## src/rtl/push2pull_pkg.sv

```systemverilog
// rtl/push2pull_pkg.sv - width helpers and reset constants shared by the push2pull_fifo slice
package push2pull_pkg;

  function automatic int unsigned ptr_width(input int unsigned depth);
    return $clog2(depth);
  endfunction

  function automatic int unsigned count_width(input int unsigned depth);
    return $clog2(depth + 1);
  endfunction

  localparam int unsigned RESET_LEVEL = 0;

endpackage

```

## src/rtl/push2pull_fifo_mem.sv

```systemverilog
// rtl/push2pull_fifo_mem.sv - DEPTH x DWIDTH storage, synchronous write, asynchronous read
module push2pull_fifo_mem
  import push2pull_pkg::*;
#(
  parameter int unsigned DWIDTH = 32,
  parameter int unsigned DEPTH  = 4
) (
  input  logic                          clk,
  input  logic                          wr_en,
  input  logic [ptr_width(DEPTH)-1:0]   wr_addr,
  input  logic [DWIDTH-1:0]             wr_data,
  input  logic [ptr_width(DEPTH)-1:0]   rd_addr,
  output logic [DWIDTH-1:0]             rd_data
);

  logic [DWIDTH-1:0] mem_q [DEPTH];

  // Storage is deliberately never reset; occupancy alone says what is valid.
  always_ff @(posedge clk) begin
    if (wr_en) begin
      mem_q[wr_addr] <= wr_data;
    end
  end

  assign rd_data = mem_q[rd_addr];

endmodule

```

## src/rtl/push2pull_fifo.sv

```systemverilog
// rtl/push2pull_fifo.sv - push-to-pull show-ahead FIFO adapter; PUSH2PULL_FIFO_ERR_EN adds sticky ovf/udf
module push2pull_fifo
  import push2pull_pkg::*;
#(
  parameter int unsigned DWIDTH = 32,
  parameter int unsigned DEPTH  = 4
) (
  input  logic                            clk,
  input  logic                            rst,
  output logic                            push_rdy,
  input  logic                            push_push,
  input  logic [DWIDTH-1:0]               push_dat,
  output logic                            pull_rdy,
  input  logic                            pull_pop,
  output logic [DWIDTH-1:0]               pull_dat,
`ifdef PUSH2PULL_FIFO_ERR_EN
  output logic                            ovf,
  output logic                            udf,
`endif
  output logic [count_width(DEPTH)-1:0]   level
);

  localparam int unsigned PW = ptr_width(DEPTH);
  localparam int unsigned CW = count_width(DEPTH);

  typedef logic [PW-1:0] ptr_t;
  typedef logic [CW-1:0] cnt_t;

  localparam cnt_t FULL  = cnt_t'(DEPTH);
  localparam cnt_t EMPTY = cnt_t'(RESET_LEVEL);

  ptr_t wr_ptr_q, wr_ptr_d;
  ptr_t rd_ptr_q, rd_ptr_d;
  cnt_t count_q, count_d;
  logic push_acc, pop_acc;

  assign push_rdy = (count_q != FULL);
  assign pull_rdy = (count_q != EMPTY);
  assign level    = count_q;

  // DEPTH is a power of two, so pointers wrap by plain overflow.
  always_comb begin
    push_acc = push_push & push_rdy;
    pop_acc  = pull_pop & pull_rdy;
    wr_ptr_d = wr_ptr_q;
    rd_ptr_d = rd_ptr_q;
    count_d  = count_q;
    if (push_acc) begin
      wr_ptr_d = wr_ptr_q + ptr_t'(1);
    end
    if (pop_acc) begin
      rd_ptr_d = rd_ptr_q + ptr_t'(1);
    end
    if (push_acc && !pop_acc) begin
      count_d = count_q + cnt_t'(1);
    end else if (pop_acc && !push_acc) begin
      count_d = count_q - cnt_t'(1);
    end
  end

  always_ff @(posedge clk) begin
    if (rst) begin
      wr_ptr_q <= '0;
      rd_ptr_q <= '0;
      count_q  <= EMPTY;
    end else begin
      wr_ptr_q <= wr_ptr_d;
      rd_ptr_q <= rd_ptr_d;
      count_q  <= count_d;
    end
  end

  push2pull_fifo_mem #(
    .DWIDTH (DWIDTH),
    .DEPTH  (DEPTH)
  ) u_mem (
    .clk     (clk),
    .wr_en   (push_acc & ~rst),
    .wr_addr (wr_ptr_q),
    .wr_data (push_dat),
    .rd_addr (rd_ptr_q),
    .rd_data (pull_dat)
  );

`ifdef PUSH2PULL_FIFO_ERR_EN
  logic ovf_q, ovf_d;
  logic udf_q, udf_d;

  always_comb begin
    ovf_d = ovf_q | (push_push & ~push_rdy);
    udf_d = udf_q | (pull_pop & ~pull_rdy);
  end

  always_ff @(posedge clk) begin
    if (rst) begin
      ovf_q <= 1'b0;
      udf_q <= 1'b0;
    end else begin
      ovf_q <= ovf_d;
      udf_q <= udf_d;
    end
  end

  assign ovf = ovf_q;
  assign udf = udf_q;
`endif

endmodule

```

## config.mk

```make
export PLATFORM = sky130hd
export DESIGN_NAME = push2pull_fifo
export DESIGN_NICKNAME = d
export VERILOG_FILES = /design/src/rtl/push2pull_pkg.sv /design/src/rtl/push2pull_fifo_mem.sv /design/src/rtl/push2pull_fifo.sv
export SDC_FILE = /design/constraint.sdc
export NUM_CORES = 1
export LEC_CHECK = 0
export ABC_CLOCK_PERIOD_IN_PS = 3600
export CELL_PAD_IN_SITES_DETAIL_PLACEMENT = 1
export CELL_PAD_IN_SITES_GLOBAL_PLACEMENT = 1
export CORE_MARGIN = 5
export CORE_UTILIZATION = 45
export CTS_CLUSTER_SIZE = 8
export DETAILED_ROUTE_END_ITERATION = 6
export DONT_BUFFER_PORTS = 1
export PLACE_DENSITY = 0.7
export SLEW_MARGIN = 10
export SYNTH_ARGS = -nofsm -noshare
export SYNTH_HDL_FRONTEND = slang
export SYNTH_SLANG_ARGS = --single-unit
```

## constraint.sdc

```tcl
create_clock -name clk -period 3.6 [get_ports clk]
set_input_delay 0.36 -clock clk [delete_from_list [all_inputs] [get_ports clk]]
set_output_delay 0.36 -clock clk [all_outputs]
set_load 0.03 [all_outputs]
```

# Word-level counts from Yosys, hierarchy flattened
# Memories as Yosys holds them, arrays and structs flattened. A register that Yosys moved wholly into a read port is not among the register bits.
# Cells that the tools add are included.
word_totals:
  ff_bits: 7
  ram_bits: 128
  output_inout_bits: 37
  memories: 1
mem_list:
  columns: ["name", "depth", "width", "read_ports", "rd_clocked_by_memory_dff", "write_ports", "line_no", "rtl"]
  rows:
  - ["u_mem.mem_q", 4, 32, 1, 1, 1, "push2pull_fifo_mem.sv:16", "logic [DWIDTH-1:0] mem_q [DEPTH];"]
classes:
  addsub: 4
  n_eq_ne: 1
  n_mux: 6
  bitwise: 4
  n_reduce_logical: 6
ops:
  columns: ["cell", "n"]
  rows:
  - ["3-bit 2-to-1 mux", 2]
  - ["2-bit by 1-bit adder with 2-bit output, second input constant", 2]
  - ["2-bit 2-to-1 mux", 2]
  - ["3-bit by 1-bit adder with 3-bit output, second input constant", 1]
  - ["1-bit AND", 3]
  - ["3-bit != test, second input constant", 1]
  - ["3-bit nonzero test", 1]
  - ["3-bit by 1-bit subtractor with 3-bit output, second input constant", 1]
  - ["1-bit logical AND", 2]
  - ["1-bit logical NOT", 2]
  - ["1-bit 2-to-1 mux", 2]
  - ["2-bit nonzero test", 1]
  - ["1-bit NOT", 1]

# Depth between registers and ports, before layout
logic_depth:
  depth_word: 6
  depth_mapped: 9

# Hierarchy
# Synthesis repeated with hierarchy kept, for this count alone.
unflattened:
  cells_unflattened: 208
  area_unflattened_um2: 5049.8
by_module_without_submodules:
  columns: ["module", "n_inst", "cells_each", "area_per_inst_um2"]
  rows:
  - ["push2pull_fifo_mem", 1, 171, 4689.5]
  - ["push2pull_fifo", 1, 37, 360.3]

# Least setup slack after synthesis
# Ideal clock, no wire load.
synth_timing:
  path_kind: "register to register"
  from: "register count_q[0], in the netlist level[0]"
  to: "memory u_mem.mem_q[0][0] (enable)"
  arrival_ns: 3.393
  required_time_ns: 3.132
  slack_ns: -0.261
  stages_incl_launch_ff: 4
  n_path_buf: 0
  period_less_slack_ns: 3.861
  path_cell_list: "dfxtp_1 > or3b_4 > nand2_4 > nor3b_1"
synth_via:
  elab_chain_len: 5
synth_lines:
  columns: ["element", "line_no", "rtl"]
  rows:
  - ["start: declaration", "push2pull_fifo.sv:34", "cnt_t count_q, count_d;"]
  - ["start signal: assignment", "push2pull_fifo.sv:69", "count_q <= count_d;"]
  - ["3-bit != test", "push2pull_fifo.sv:37", "assign push_rdy = (count_q != FULL);"]
  - ["via push_rdy", "push2pull_fifo.sv:10", "output logic push_rdy,"]
  - ["1-bit AND", "push2pull_fifo.sv:43", "push_acc = push_push & push_rdy;"]
  - ["1-bit AND", "push2pull_fifo.sv:78", ".wr_en (push_acc & ~rst),"]
  - ["1-bit 2-to-1 mux", "push2pull_fifo_mem.sv:20", "if (wr_en) begin"]
  - ["1-bit 2-to-1 mux (implied by the code)", "push2pull_fifo_mem.sv:21", "mem_q[wr_addr] <= wr_data;"]
  - ["end: declaration", "push2pull_fifo_mem.sv:16", null]
# The timed path passes the listed nets, and every way through them passes these cells.

# Worst setup path in the final report
layout_timing:
  from: "register count_q[0], in the netlist level[0]"
  to: "register count_q[2], in the netlist level[2]"
layout_via:
  elab_chain_len: 5
layout_lines:
  columns: ["element", "line_no", "rtl"]
  rows:
  - ["3-bit != test (*)", "push2pull_fifo.sv:37", null]
  - ["via push_rdy", "push2pull_fifo.sv:10", null]
  - ["1-bit AND (*)", "push2pull_fifo.sv:43", null]
  - ["via push_acc", "push2pull_fifo.sv:35", "logic push_acc, pop_acc;"]
  - ["1-bit logical NOT", "push2pull_fifo.sv:56", "end else if (pop_acc && !push_acc) begin"]
  - ["1-bit logical AND", "push2pull_fifo.sv:56", null]
  - ["2-bit nonzero test (no source line)", null, null]
# Mark *: on every way through the listed nets, which the timed path passes. The rest lies on a longest branch. The select of a mux whose other input is x is not followed.
# A chain may end at the register's enable or synchronous reset.

==> flow_summary_export.csv <==
group,metric,value,unit
synth,synth_cells,215,
detailed_routing,drt-pass1-iter-count,4,
power_and_ir_drop,seq_power_share,44.2,%
clock_network,path_clk_slew,60,ps
floorplanning,num_io_pins,73,
clock_network,htree_num_levels,4,
sta,setup_ws,985,ps
synth,ys.flop_type,"edfxtp_1",
sta,fmax,0.382,GHz
place,gp_congestion,0.663,
floorplanning,dieArea,13500,sq um
clock_network,clock_latency,410,ps
synth,synth_compound_area_share,0.516,%
synth,synth.area.mux_share,14.9,%
synth,synth_adder_area_share,1.62,%
synth,yosys_warnings,0,
sta,finalHoldViolCount,0,
floorplanning,die_h,116,um
power_and_ir_drop,vdd_drop_max,0.335,mV
global_routing,grt_pass1_wl,13700,um
critical_path,cp.arrival,2950,ps
power_and_ir_drop,p_clk_share,35.6,%
sta,setup_viol,0,
synth,synthesis.area,5090,sq um
job,drv_cap,0,
worst_hold_path,hp-class,"primary input to flop",
critical_path,critical_path_class,"flop to flop",
power_and_ir_drop,intPower,3220,uW
critical_path,ff2ff_setup_slack,990,ps
final_layout,antenna_cells,0,
detailed_routing,drt-initial-drc-count,98,
worst_hold_path,min_path_cells,1,
detailed_routing,drcViolationCount,0,
detailed_routing,ant_nets,0,
synth,synth_top_family_by_area,"multiplexers",
place,io_buffers,0,
synth,synth_edf_count,128,
power_and_ir_drop,p_leak,0.00187,uW
clock_network,postCtsSetupRepairBufs,0,
synth,ys_seq_area_share,79.1,%
global_routing,grt_pass1_vias,2387,
clock_network,cts_buffer_depth,2,
sta,tns,0,ps
floorplanning,initial_core_util,46.3,%
critical_path,reg2reg_depth,9,
final_layout,final_net_count,278,
synth,avgSynthCellArea,23.7,sq um
floorplanning,fp.dieW,116,um
global_routing,antenna_found_initial,0,
sta,relSlewSlack,40.9,%
detailed_routing,dr_total_vias,2118,
global_routing,track_usage,14.3,%
power_and_ir_drop,power.switching,1340,uW
sta,tightest_slew,886,ps
synth,synth_xor_area_share,0.688,%
power_and_ir_drop,power-per-cell-area,774,nW/um^2
sta,min_period_over_period,72.6,%
synth,async_reset_ff_share,0,%
place,dp_hpwl,5510,um
synth,yosys-top-cells-count,"edfxtp_1, mux4_2, dfxtp_1",
floorplanning,row_count,38,
sta,fin_crit,2610,ps
power_and_ir_drop,total_power,4560,uW
detailed_routing,wire_per_inst,22.6,um
critical_path,end_kind,"flop",
detailed_routing,wl,8760,um
detailed_routing,via_per_inst,5.46,
power_and_ir_drop,switching_share,29.3,%
outcome,outcome,"finished clean",
sta,skew,9.63,ps
clock_network,cts.sinks,137,
power_and_ir_drop,pwr-share-comb,20.2,%
final_layout,area.growth.synth_to_final,15.8,%
clock_network,cts_tree,"yes",
synth,synth-seq-cells,137,
synth,yosys-top-cells-area,"edfxtp_1, mux4_2, dfxtp_1",
place,dp_slack,960,ps
synth,yosysMostFrequentCell,"edfxtp_1",
floorplanning,core,11000,sq um
clock_network,post_cts.resized_instances,0,
global_routing,gr-total-overflow,0,
critical_path,cp_max_fo,7,
critical_path,startpoint_type,"flop",
synth,synth_top_area_share,75.5,%
synth,synth_nets,257,
global_routing,grt_max_degree,33,
sta,slew_violations,0,
synth,synth_cell_types,23,
clock_network,root_buffer,"clkbuf_16",
final_layout,drive_gt1_share,33.1,%
sta,rsz0062_at_grt,"no",
synth,synth-simple-area-share,2.09,%
critical_path,cp.required,3940,ps
synth,synth_area_leader_cell,"edfxtp_1",
clock_network,cts_made_buffers,17,
==> final timing paths <==
check           endpoint        start
min reg2reg  wr_ptr_q[1]  wr_ptr_q[1]
max reg2reg     level[2]     level[0]
max             level[2]     level[0]
min             level[2]          rst
==> metal layers <==
layer	vias up	part of all wire, %	GRT usage [%]
met4	0	1.5	5.80
met1	1101	39	15.7
met3	16	8.6	7.36
met2	63	51	23.5
li1	938	-	-
met5	-	0	0
==> state kept, by name, summed over array words and instances (netlist names), named ones only <==
register,count
level,3
u_mem.mem_q,128
wr_ptr_q,2
rd_ptr_q,2
==> through the flow <==
stage                     util [%]  hold WS (ps)  cells  area, sq um
after global placement        48.5           432    356         5330
after detailed placement      48.5           430    356         5330
after floorplan                  -           459    215         5090
after global routing          53.7         0.824    388         5890
final                         53.7          21.5    388         5890
after CTS                     53.7          1.39    388         5890
==> final cells by class <==
class	count	area (sq um)
fillers	919	5090
flip-flops and latches	137	4030
multi-input cells	66	1030
clock buffers	18	429
well taps	140	175
clock inverters	13	130
repair buffers	10	90.1
inverters	4	17.5
==> power by group through the flow <==
stage                     Combinational (uW)  Clock (uW)  Sequential [uW]
after global placement                   928           0             2050
after CTS                                944        1660             2020
after global routing                     978        1750             2040
after floorplan                          852           0             1970
after detailed placement                 941           0             2060
final                                    922        1620             2020
==> cell usage in the layout (no fill, tap or decap) <==
cell	n
or3b_4	1
dfxtp_1	7
o311ai_0	1
clkinvlp_4	5
edfxtp_1	128
bufinv_16	2
nor3b_2	4
inv_6	1
xor2_1	4
o31ai_1	1
clkbuf_1	1
mux2i_1	2
fa_1	1
mux2_4	1
clkbuf_16	17
dfxtp_2	2
o21ai_0	1
buf_4	8
clkinv_1	1
nand2b_1	2
buf_12	1
clkinv_2	4
nor2_1	7
nand2_4	1
a21oi_1	1
inv_1	3
or3_2	2
inv_4	1
ha_1	5
dlygate4sd3_1	1
mux4_2	32
==> cells by family after synthesis <==
group | Yosys count
AO/OA/AOI/OAI | 4
XOR/XNOR | 4
adder cells (fa/ha/maj) | 6
buffers and inverters | 12
flip-flops | 137
multiplexers | 35
AND/OR/NAND/NOR | 17
==> critical path: stages (launching register included) <==
cell	delay, ps
dfxtp_1	660
or3b_4	310
nand2_4	110
inv_4	80
ha_1	200
inv_1	70
fa_1	370
xor2_1	150
or3_2	420
a21oi_1	170
==> repair_timing <==
| item | CTS | global route |
|---|---|---|
| setup endpoints to repair | 0 | 0 |
| hold buffers | 1 | 0 |
| hold endpoints to repair | 4 | 0 |
(Power assumes the default switching activity.)
